--- src/rtl/tv_trig_pkg.sv ---
// Shared constants for the TV trigger controller: state codes, register map,
// source codes and CTRL bit positions.
package tv_trig_pkg;

  localparam int unsigned ADDR_W = 2;
  localparam int unsigned DATA_W = 16;
  localparam int unsigned CNT_W  = 16;
  localparam int unsigned CTRL_W = 6;
  localparam int unsigned N_SRC  = 4;

  typedef enum logic [1:0] {
    ST_IDLE    = 2'd0,
    ST_ARMED   = 2'd1,
    ST_FIRE    = 2'd2,
    ST_HOLDOFF = 2'd3
  } state_e;

  localparam logic [ADDR_W-1:0] ADDR_CTRL    = 2'd0;
  localparam logic [ADDR_W-1:0] ADDR_HOLDOFF = 2'd1;
  localparam logic [ADDR_W-1:0] ADDR_ROW     = 2'd2;
  localparam logic [ADDR_W-1:0] ADDR_STAT    = 2'd3;

  localparam logic [1:0] SRC_EVEN    = 2'd0;
  localparam logic [1:0] SRC_ODD     = 2'd1;
  localparam logic [1:0] SRC_ANYROW  = 2'd2;
  localparam logic [1:0] SRC_CERTROW = 2'd3;

  localparam int unsigned CTRL_SRC_LSB = 0;
  localparam int unsigned CTRL_POL     = 2;
  localparam int unsigned CTRL_REARM   = 3;
  localparam int unsigned CTRL_EN      = 4;
  localparam int unsigned CTRL_VMODE   = 5;

endpackage

--- src/rtl/tv_trig_edge_sync.sv ---
// Synchroniser for one asynchronous trigger level, followed by an edge
// register producing registered one-cycle rise and fall pulses.
module tv_trig_edge_sync #(
  parameter int unsigned SYNC_STAGES = 2
) (
  input  logic clk_in10M,
  input  logic clrn,
  input  logic i_async,
  output logic o_rise,
  output logic o_fall
);

  logic [SYNC_STAGES-1:0] r_sync;
  logic                   r_prev;
  logic                   r_rise;
  logic                   r_fall;
  logic                   w_sync;

  assign w_sync = r_sync[SYNC_STAGES-1];

  // Synchroniser chain plus previous-level register and edge pulses
  always_ff @(posedge clk_in10M or negedge clrn) begin
    if (!clrn) begin
      r_sync <= '0;
      r_prev <= 1'b0;
      r_rise <= 1'b0;
      r_fall <= 1'b0;
    end else begin
      r_sync <= {r_sync[SYNC_STAGES-2:0], i_async};
      r_prev <= w_sync;
      r_rise <= w_sync & ~r_prev;
      r_fall <= ~w_sync & r_prev;
    end
  end

  assign o_rise = r_rise;
  assign o_fall = r_fall;

endmodule

--- src/rtl/tv_trig_ctrl.sv ---
// Arm/fire/holdoff sequencer and register file for the TV trigger path.
// Optional accepted-trigger counter enabled by defining TV_TRIG_CNT_EN.
module tv_trig_ctrl
  import tv_trig_pkg::*;
#(
  parameter int unsigned HOLDOFF_W   = 16,
  parameter int unsigned ROW_W       = 10,
  parameter int unsigned SYNC_STAGES = 2
) (
  input  logic              clk_in10M,
  input  logic              clrn,
  input  logic              wr_en,
  input  logic [ADDR_W-1:0] wr_addr,
  input  logic [DATA_W-1:0] wr_data,
  input  logic              even_trig,
  input  logic              odd_trig,
  input  logic              anyrow_trig,
  input  logic              certainrow_trig,
  input  logic              arm,
  input  logic              force_trig,
  output logic              video_mode,
  output logic [ROW_W-1:0]  row_number,
  output logic              trig_out,
  output logic              trig_busy,
  output logic [1:0]        state,
  output logic              miss,
  output logic [CNT_W-1:0]  trig_cnt
);

  logic [CTRL_W-1:0]    r_ctrl;
  logic [HOLDOFF_W-1:0] r_holdoff;
  logic [ROW_W-1:0]     r_row;

  state_e               r_state;
  state_e               w_state_nxt;
  logic [HOLDOFF_W-1:0] r_hcnt;
  logic [HOLDOFF_W-1:0] w_hcnt_nxt;
  logic                 r_trig_out;
  logic                 r_busy;
  logic                 r_miss;
  logic                 w_miss_nxt;

  logic [N_SRC-1:0]     w_trig_in;
  logic [N_SRC-1:0]     w_rise;
  logic [N_SRC-1:0]     w_fall;
  logic [1:0]           w_src;
  logic                 w_pol;
  logic                 w_en;
  logic                 w_rearm;
  logic                 w_evt;
  logic                 w_stat_wr;

  assign w_trig_in[SRC_EVEN]    = even_trig;
  assign w_trig_in[SRC_ODD]     = odd_trig;
  assign w_trig_in[SRC_ANYROW]  = anyrow_trig;
  assign w_trig_in[SRC_CERTROW] = certainrow_trig;

  // One synchroniser/edge detector per input; all run continuously so a
  // source switch never sees a stale edge.
  for (genvar g = 0; g < N_SRC; g++) begin : g_sync
    tv_trig_edge_sync #(
      .SYNC_STAGES(SYNC_STAGES)
    ) u_sync (
      .clk_in10M(clk_in10M),
      .clrn     (clrn),
      .i_async  (w_trig_in[g]),
      .o_rise   (w_rise[g]),
      .o_fall   (w_fall[g])
    );
  end

  assign w_src     = r_ctrl[CTRL_SRC_LSB +: 2];
  assign w_pol     = r_ctrl[CTRL_POL];
  assign w_rearm   = r_ctrl[CTRL_REARM];
  assign w_en      = r_ctrl[CTRL_EN];
  assign w_evt     = w_pol ? w_fall[w_src] : w_rise[w_src];
  assign w_stat_wr = wr_en && (wr_addr == ADDR_STAT);

  // Host register writes; visible to the sequencer on the following cycle
  always_ff @(posedge clk_in10M or negedge clrn) begin
    if (!clrn) begin
      r_ctrl    <= '0;
      r_holdoff <= '0;
      r_row     <= '0;
    end else if (wr_en) begin
      case (wr_addr)
        ADDR_CTRL:    r_ctrl    <= wr_data[CTRL_W-1:0];
        ADDR_HOLDOFF: r_holdoff <= HOLDOFF_W'(wr_data);
        ADDR_ROW:     r_row     <= wr_data[ROW_W-1:0];
        default:      ;
      endcase
    end
  end

  // Sequencer next-state, holdoff counter and sticky miss
  always_comb begin
    w_state_nxt = r_state;
    w_hcnt_nxt  = r_hcnt;
    w_miss_nxt  = r_miss;

    case (r_state)
      ST_IDLE: begin
        if (arm) w_state_nxt = ST_ARMED;
      end
      ST_ARMED: begin
        if (w_evt || force_trig) w_state_nxt = ST_FIRE;
      end
      ST_FIRE: begin
        w_hcnt_nxt = r_holdoff;
        if (r_holdoff == '0) w_state_nxt = w_rearm ? ST_ARMED : ST_IDLE;
        else                 w_state_nxt = ST_HOLDOFF;
      end
      ST_HOLDOFF: begin
        w_hcnt_nxt = r_hcnt - HOLDOFF_W'(1);
        if (r_hcnt == HOLDOFF_W'(1)) w_state_nxt = w_rearm ? ST_ARMED : ST_IDLE;
      end
      default: w_state_nxt = ST_IDLE;
    endcase

    // Disable overrides everything, including a pending fire
    if (!w_en) begin
      w_state_nxt = ST_IDLE;
      w_hcnt_nxt  = '0;
    end

    // A miss recorded this cycle wins over a simultaneous clear
    if (w_stat_wr && wr_data[0]) w_miss_nxt = 1'b0;
    if ((r_state == ST_HOLDOFF) && w_evt) w_miss_nxt = 1'b1;
  end

  // Sequencer state and registered status outputs
  always_ff @(posedge clk_in10M or negedge clrn) begin
    if (!clrn) begin
      r_state    <= ST_IDLE;
      r_hcnt     <= '0;
      r_trig_out <= 1'b0;
      r_busy     <= 1'b0;
      r_miss     <= 1'b0;
    end else begin
      r_state    <= w_state_nxt;
      r_hcnt     <= w_hcnt_nxt;
      r_trig_out <= (w_state_nxt == ST_FIRE);
      r_busy     <= (w_state_nxt != ST_IDLE);
      r_miss     <= w_miss_nxt;
    end
  end

`ifdef TV_TRIG_CNT_EN
  logic [CNT_W-1:0] r_trig_cnt;
  logic [CNT_W-1:0] w_trig_cnt_nxt;

  // Accepted-trigger count; a clear and a fire in the same cycle leave 1
  always_comb begin
    w_trig_cnt_nxt = r_trig_cnt;
    if (w_stat_wr && wr_data[1]) w_trig_cnt_nxt = '0;
    if (r_state == ST_FIRE) w_trig_cnt_nxt = w_trig_cnt_nxt + CNT_W'(1);
  end

  // Counter register
  always_ff @(posedge clk_in10M or negedge clrn) begin
    if (!clrn) r_trig_cnt <= '0;
    else       r_trig_cnt <= w_trig_cnt_nxt;
  end

  assign trig_cnt = r_trig_cnt;
`else
  assign trig_cnt = '0;
`endif

  assign video_mode = r_ctrl[CTRL_VMODE];
  assign row_number = r_row;
  assign trig_out   = r_trig_out;
  assign trig_busy  = r_busy;
  assign state      = r_state;
  assign miss       = r_miss;

endmodule

--- config.mk ---
export PLATFORM = sky130hd
export DESIGN_NAME = tv_trig_ctrl
export DESIGN_NICKNAME = d
export VERILOG_FILES = /design/src/rtl/tv_trig_pkg.sv /design/src/rtl/tv_trig_edge_sync.sv /design/src/rtl/tv_trig_ctrl.sv
export SDC_FILE = /design/constraint.sdc
export NUM_CORES = 1
export LEC_CHECK = 0
export BUFFER_PORTS_ARGS = -buffer_cell sky130_fd_sc_hd__buf_2
export CAP_MARGIN = 5
export CORE_MARGIN = 5
export CORE_UTILIZATION = 58
export CTS_BUF_LIST = sky130_fd_sc_hd__clkbuf_8
export CTS_CLUSTER_SIZE = 12
export DETAILED_ROUTE_END_ITERATION = 8
export GPL_ROUTABILITY_DRIVEN = 0
export PLACE_DENSITY = 0.82
export SLEW_MARGIN = 20
export SYNTH_ARGS = -nofsm -noshare
export SYNTH_HDL_FRONTEND = slang
export SYNTH_SLANG_ARGS = --single-unit
--- constraint.sdc ---
create_clock -name clk_in10M -period 2.5 [get_ports clk_in10M]
set_clock_uncertainty 0.05 [all_clocks]
set_input_delay 0.125 -clock clk_in10M [delete_from_list [all_inputs] [get_ports clk_in10M]]
set_output_delay 0.125 -clock clk_in10M [all_outputs]
set_load 0.02 [all_outputs]
* After elaboration in Yosys (flattened, before gate mapping)
Index checks and enable logic that the tools add are counted. Widths: inputs -> output; s select.
Word-level totals: bits in registers 73, input bits 27, logic and storage cells 79
Operators by class: add/subtract/negate cells 1, magnitude comparators 1, eq/ne operators 9, mux-type cells 16, bitwise logic cells 16, reductions and logical operators 12
Operator list (number):
- $pmux 16 s2 | 1
- $eq 16x1->1 const B | 1
- $logic_not 16->1 | 1
- $mux 16 | 1
- $sub 16x1->16 const B | 1
- $eq 2x2->1 const B | 5
- $mux 2 | 5
- $and 1x1->1 | 8
- $not 1->1 | 8
- $pmux 2 s4 | 1
- $mux 1 | 6
- $reduce_and 2->1 | 3
- $bmux 1 s2 | 2
- $eq 2x1->1 const B | 2
- $logic_not 2->1 | 2
- $reduce_bool 2->1 | 2
- $logic_and 1x1->1 | 3
- $lt 2x3->1 const B | 1
- $ne 3x1->1 const B | 1
- $logic_or 1x1->1 | 1

* Longest topological paths before layout
Gate-level depths: netlist of run 1.
word-level depth 8, depth in mapped cells 7, gate-level depth less buffers 6

* Modules after synthesis
Synthesis of run 1 repeated with hierarchy kept, for this count alone.
Unflattened totals: cells, all modules 289, area, all modules 3321.9 µm²
Modules (own cells, without submodules):
- tv_trig_ctrl | times used 1, cells each 261, area an instance 2761.4 µm², sequential area each 1326.3 µm²
- tv_trig_edge_sync | times used 4, cells each 7, area an instance 140.1 µm², sequential area each 125.1 µm²

* Worst setup path after synthesis of run 1
OpenSTA, ideal clock, no wires.
kind register to register, from register r_hcnt[0], to register r_hcnt[8], library setup time 0.104 ns, arrival 1.692 ns, path slack 0.654 ns, stages on the path, launching flop included 8, path buffers 1, period minus slack after synthesis 1.846 ns, path through dfrtp_1 inv_1 ha_1 or3b_1 buf_2 nor4_1 o21ai_0 a221oi_1
Between the ends: longest elaborated chain between the ends 3
RTL lines:
- from (decl) | line tv_trig_ctrl.sv:36 | logic [HOLDOFF_W-1:0] r_hcnt;
- from (signal assigned) | line tv_trig_ctrl.sv:141 | r_hcnt <= w_hcnt_nxt;
- $sub 16x1->16 | line tv_trig_ctrl.sv:114 | w_hcnt_nxt = r_hcnt - HOLDOFF_W'(1);
- $pmux 16 s2 | line tv_trig_ctrl.sv:101 | case (r_state)
- $mux 16 | line tv_trig_ctrl.sv:121 | if (!w_en) begin
Every way passes these cells. A chain may end at the register's enable or synchronous reset.

* Final worst setup path of run 1
from register r_hcnt[0], to register r_hcnt[14]
The elaborated chain is that of the path after synthesis.

==> results of run 1 <==
sequential cells by signal, summed over array words and instances (netlist names):
name / flops
g_sync.u_sync.r_sync: 8
r_hcnt: 16
miss: 1
r_holdoff: 16
r_ctrl: 6
g_sync.u_sync.r_prev: 4
trig_out: 1
row_number: 10
state: 2
g_sync.u_sync.o_rise: 4
g_sync.u_sync.o_fall: 4
trig_busy: 1
power breakdown:
group	switching [uW]	internal, uW	total (uW)	leakage, uW
combinational	681	506	1190	0.000771
sequential	180	1360	1540	0.000909
clock	453	359	812	0.0000931
total	1310	2230	3540	0.00177
cells in the final DEF (no fill, tap or decap), drive strengths merged, types with 4 or more instances in the layout:
cell | synthesis | layout
clkinv | 0 | 6
conb | 1 | 16
nand2 | 12 | 12
buf | 19 | 47
inv | 6 | 7
a21oi | 9 | 9
nor3 | 12 | 12
a221oi | 4 | 4
nor4 | 12 | 12
clkbuf | 13 | 9
a22oi | 4 | 4
nand4 | 5 | 5
mux2 | 32 | 32
nor2 | 15 | 15
dlygate4sd3 | 0 | 20
nand3b | 5 | 5
dfrtp | 73 | 73
nand3 | 4 | 4
nor2b | 10 | 10
mux2i | 8 | 8
o21ai | 10 | 10
cells by family after synthesis:
group | count (synthesis) | share of synthesized area (%)
compound gates | 48 | 10.2
fa+ha+maj | 2 | 0.749
buf+inv | 38 | 6.18
flops | 73 | 54.7
mux | 40 | 13.2
other cells | 1 | 0.112
simple gates | 86 | 14.9
final cells by class:
| type | count | area, sq um | area share (%) |
|---|---|---|---|
| inverters | 6 | 22.5 | 0.572 |
| repair buffers | 67 | 463 | 11.8 |
| well taps | 72 | 90.1 | 2.29 |
| clock buffers | 9 | 124 | 3.15 |
| multi-input cells | 192 | 1360 | 34.6 |
| clock inverters | 7 | 46.3 | 1.18 |
| flip-flops and latches | 73 | 1830 | 46.4 |
routing by layer:
layer | part of all wire, % | vias up
met5 | 0 | -
met4 | 2.5 | 0
met3 | 6.3 | 19
met2 | 52 | 123
met1 | 39 | 1225
li1 | - | 1138
stage by stage:
step | instances | cell area [sq um] | worst slack, ns | power [uW]
floorplan | 303 | 3400 | 0.654 | 2400
global placement | 390 | 3560 | 0.611 | 2660
detailed placement | 390 | 3560 | 0.515 | 2700
CTS | 426 | 3930 | 0.479 | 3530
global route | 426 | 3940 | 0.245 | 3760
finish | 426 | 3940 | 0.417 | 3540
final timing paths:
kind | to | cells past startpoint
setup / recovery | r_hcnt[14] | 6
hold / removal | row_number[0] | 2
setup reg to reg | r_hcnt[14] | 6
hold reg to reg | g_sync[1].u_sync.r_sync[1] | 0
max in group asynchronous | g_sync[1].u_sync.o_fall | 3
min in group asynchronous | r_hcnt[7] | 2
timing repair:
action,in CTS,in global routing
buffers inserted,0,0
hold buffers,20,0
endpoints found under the hold margin,72,0
==> summary.md, run 1 <==
| Metric | Value |
|---|---|
| Status | complete, no violations |
| Critical Path End Type | flip-flop |
| TritonCTS clock tree | yes |
| Hold Path Class | in -> reg |
| Vias in the first global route | 2619 |
| Top-count cell post-synth | dfrtp_1 |
| Mapped cell area | 0.00334 sq mm |
| Top delay family on crit path | simple AND/OR/NAND/NOR gates |
| Final core utilization | 71.0% |
| Power per Cell Area | 900 mW/mm^2 |
| Hpwl dp | 4.96 mm |
| Setup_tns | 0 ns |
| Total GRT Usage | 22.6% |
| DR iter-0 viols | 311 |
| CP Cell Sequence | inv_1, ha_1, or3b_1, nor4_1, a21o_1, a31oi_1 |
| CP Launch Type | flip-flop |
| Leakage power total | 0.00177 uW |
| Global route overflow | 0 |
| Routed via count | 2505 |
| Worst EP arrival | 2.26 ns |
| Share of layout cells above drive strength 1 | 28.8% |
| Ys flop type | dfrtp_1 |
| Initial antenna violation count | 0 |
| Max Cap Violations | 0 |
| Tcrit/Tclk final | 83.3% |
| Num CTS Buffers | 9 |
| Worst-Margin Slew | 0.571 ns |
| RSZ-0062 raised after global routing | no |
| Setup slack, reg-to-reg | 0.42 ns |
| Drt total wl | 7.52 mm |
| Max Clock Freq | 480 MHz |
| Clock transition at path regs | 0.08 ns |
| Final Hold Violating Endpoints | 0 |
| Rows | 27 |
| Mean Syn Cell Area | 11.6 sq um |
| Ys Warns | 0 |
| Top cells by area, synth | dfrtp_1 (55%), mux2_2 (11%), buf_4 (3.6%) |
| Port bufs | 42 |
| Fin nets | 378 |
| Post-synthesis sequential area ratio | 54.7% |
| GRT met2 Usage | 38.0% |
| Via density | 5.88 |
| Final setup viols | 0 |
| Top cells by count, synth | dfrtp_1 (73), mux2_2 (32), buf_4 (16), nor2_1 (15) |
| Synth area leader | dfrtp_1 |
| Register bit total from synthesis | 73 |
| # IOs | 59 |
| Synth Instances | 288 |
| CP Class | reg -> reg |
| CTS max path bufs | 2 |
| Met1 Resource Use GR | 27.8% |
| Post-synth EDFFs | 0 |
| Die ar. | 0.00738 sq mm |
| Worst r2r src | r_hcnt[0] |
| Asr flop ratio synth | 100% |
| Fin crit period | 2.08 ns |
| Slowest-stage cell, CP | or3b_1 |
| Die Width | 85.9 um |
| Met3 Track Usage GR | 4.42% |
| Starting density of the core | 60.3% |
| Antenna diode instance count | 0 |
| Launch point of the worst path | r_hcnt[0] |
| HP Start | wr_data[0] |
| Synth top area share | 54.7% |
| CTS sink cnt | 73 |
| Peak supply drop | 543 uV |
| CP max stage delay | 0.48 ns |
| Netlist cell types | 43 |
| Final slew viol count | 0 |
| Area Overhead vs Synth | 17.8% |
| DRT Pass-1 Iters | 7 |
| Worst path required time | 2.67 ns |
| Routed wire per std cell | 17.6 um |
| Fillcell total | 387 |
| Clock root buffer | clkbuf_8 |
| Die Y | 85.9 um |
| Hold WS | 0.0185 ns |
| Slew headroom | 61.9% |
| DRT antenna net count | 0 |
| H-tree depth | 3 |
| CTS resizes | 0 |
| Largest net degree at the start of global routing | 44 |
| Clk_lat worst skew | 0.35 ns |
| Drt drc | 0 |
| Worst-path maximum fanout | 7 |
| First-pass GRT wire length | 12.9 mm |
| Core area | 0.00554 sq mm |
| Grt peak-use layer | met2 |
| Critical path buffer and inverter count | 1 |
Power figures use the tool's default switching activity.
==> run 2: changes to the inputs <==
--- a/config.mk
+++ b/config.mk
@@ -8,12 +8,12 @@
 export BUFFER_PORTS_ARGS = -buffer_cell sky130_fd_sc_hd__buf_2
 export CAP_MARGIN = 5
 export CORE_MARGIN = 5
-export CORE_UTILIZATION = 58
+export CORE_UTILIZATION = 52
 export CTS_BUF_LIST = sky130_fd_sc_hd__clkbuf_8
 export CTS_CLUSTER_SIZE = 12
 export DETAILED_ROUTE_END_ITERATION = 8
 export GPL_ROUTABILITY_DRIVEN = 0
-export PLACE_DENSITY = 0.82
+export PLACE_DENSITY = 0.78
 export SLEW_MARGIN = 20
 export SYNTH_ARGS = -nofsm -noshare
 export SYNTH_HDL_FRONTEND = slang
==> constraint.sdc (replaced) <==
create_clock -name clk_in10M -period 1.7 [get_ports clk_in10M]
set_clock_uncertainty 0.05 [all_clocks]
set_input_delay 0.085 -clock clk_in10M [delete_from_list [all_inputs] [get_ports clk_in10M]]
set_output_delay 0.085 -clock clk_in10M [all_outputs]
set_load 0.02 [all_outputs]
==> run 2 against run 1 <==
  * The run now ends with negative setup slack left
  * Wire length up 16%
  * Register-to-register slack worse by 0.67 ns
  * Combinational power up 150%
  * Worst hold slack worse by 0.011 ns
  * Critical path type unchanged
==> summary.md, run 2 (synthesis gave the netlist of run 1 again) <==
| Metric | Value |
|---|---|
| Status | finished, violations left |
| Failing checks | negative setup slack |
| Final setup viols | 13 |
| Area Overhead vs Synth | 37.1% |
| DRT antenna net count | 0 |
| Worst EP arrival | 2.15 ns |
| Hold Path Class | in -> reg |
| Leakage power total | 0.00210 uW |
| CP Cell Sequence | or4_4, nor4_4, a21oi_1, o31a_1 |
| CP max stage delay | 0.59 ns |
| Routed via count | 2801 |
| H-tree depth | 3 |
| Antenna diode instance count | 0 |
| Fillcell total | 396 |
| Drt drc | 0 |
| Hold WS | 0.00713 ns |
| Starting density of the core | 52.9% |
| Worst-Margin Slew | 0.611 ns |
| Die ar. | 0.00812 sq mm |
| Vias in the first global route | 2768 |
| Fin nets | 431 |
| Die Width | 90.1 um |
| Design area | 0.00458 sq mm |
| Slew headroom | 59.1% |
| DP Cell Count | 439 |
| Num CTS Buffers | 9 |
| Share of layout cells above drive strength 1 | 42.8% |
| Port bufs | 42 |
| Via density | 5.79 |
| Drt total wl | 8.73 mm |
| Max Cap Violations | 0 |
| Initial antenna violation count | 0 |
| Clock root buffer | clkbuf_8 |
| Final slew viol count | 0 |
| Most common cell after layout, fill and taps aside | dfrtp_1 |
| Hpwl dp | 5.53 mm |
| Post-DP Area | 0.00391 sq mm |
| Core area | 0.00631 sq mm |
| RSZ-0062 raised after global routing | yes |
| Worst-path maximum fanout | 5 |
| CTS max path bufs | 2 |
| Total GRT Usage | 21.0% |
| # IOs | 59 |
| DR iter-0 viols | 285 |
| Fin crit period | 1.95 ns |
| Commonest non-fill, non-tap cells in the layout | dfrtp_1 (73), buf_4 (51), buf_2 (42) |
| Global route overflow | 0 |
| Worst path required time | 1.89 ns |
| Peak supply drop | 896 uV |
| Clk_lat worst skew | 0.36 ns |
| Routed wire per std cell | 18.0 um |
| CP Class | reg -> reg |
| Post-route setup slack | -0.253 ns |
| DRT Pass-1 Iters | 5 |
| Die Y | 90.1 um |
| Clock transition at path regs | 0.08 ns |
| Critical Path End Type | flip-flop |
| Rows | 29 |
| Max Clock Freq | 512 MHz |
| Power per Cell Area | 1470 mW/mm^2 |
| TritonCTS clock tree | yes |
| Slowest-stage cell, CP | or4_4 |
| CTS sink cnt | 73 |
| Layout Cells excl Fill | 484 |
| First-pass GRT wire length | 13.8 mm |
| Setup slack, reg-to-reg | -0.25 ns |
| Final Hold Violating Endpoints | 0 |
| Tcrit/Tclk final | 115% |
| CP Launch Type | flip-flop |
| Largest net degree at the start of global routing | 74 |
==> run 2: what timing repair did <==
action                     in CTS  in global routing
buffers inserted                2                  6
setup endpoints to repair      11                 13
pin swaps                      10                 19
hold endpoints to repair      109                  0
gates resized for setup        20                 17
hold buffers                   21                  0
==> run 2: worst paths after layout <==
check	startpoint	to	cells past startpoint
worst max-delay path	r_hcnt[3]	r_hcnt[13]	4
worst min-delay path	force_trig	trig_out	3
worst max register to register	r_hcnt[3]	r_hcnt[13]	4
worst min register to register	g_sync[2].u_sync.r_sync[0]	g_sync[2].u_sync.r_sync[1]	0
max in group asynchronous	clrn	r_hcnt[9]	3
min in group asynchronous	clrn	r_hcnt[6]	3
==> run 2: where the power goes <==
group	switching (uW)	internal, uW	total (uW)
logic	1470	1480	2950
clock network	701	843	1540
registers	225	2000	2230
==> run 2: per-layer routing <==
layer / GRT usage, % / vias to the layer above / wire length [um]
li1: - / 1258 / -
met5: 0 / - / 0
met2: 34.9 / 127 / 4370
met1: 26.8 / 1386 / 3480
met3: 4.92 / 30 / 603
met4: 7.44 / 0 / 272
==> run 2: stage by stage <==
| step | setup WS [ns] | TNS, ns | utilization, % | power, uW |
|---|---|---|---|---|
| floorplan | -0.0958 | -0.307 | - | 3590 |
| global placement | -0.136 | -0.835 | 62.0 | 4380 |
| detailed placement | -0.195 | -1.28 | 62.0 | 4460 |
| CTS | -0.168 | -1.05 | 70.4 | 6270 |
| global route | -0.299 | -2.38 | 72.5 | 7030 |
| finish | -0.253 | -1.59 | 72.5 | 6720 |
==> run 2: final cells by class <==
type                       instances  area, sq um  share of cell area (%)
clock inverter                     7          103                    2.24
inverter                           6         22.5                   0.492
sequential                        73         1830                    39.9
multi-input combinational        192         1530                    33.4
tap                               77         96.3                    2.10
clock buffer                       9          124                    2.70
timing repair buffer             120          880                    19.2
==> run 2: critical path, delay by kind of cell (launching register included) <==
kind,cells,cell delay (ns)
flops,1,0.41
compound gates,2,0.39
simple gates,2,0.99
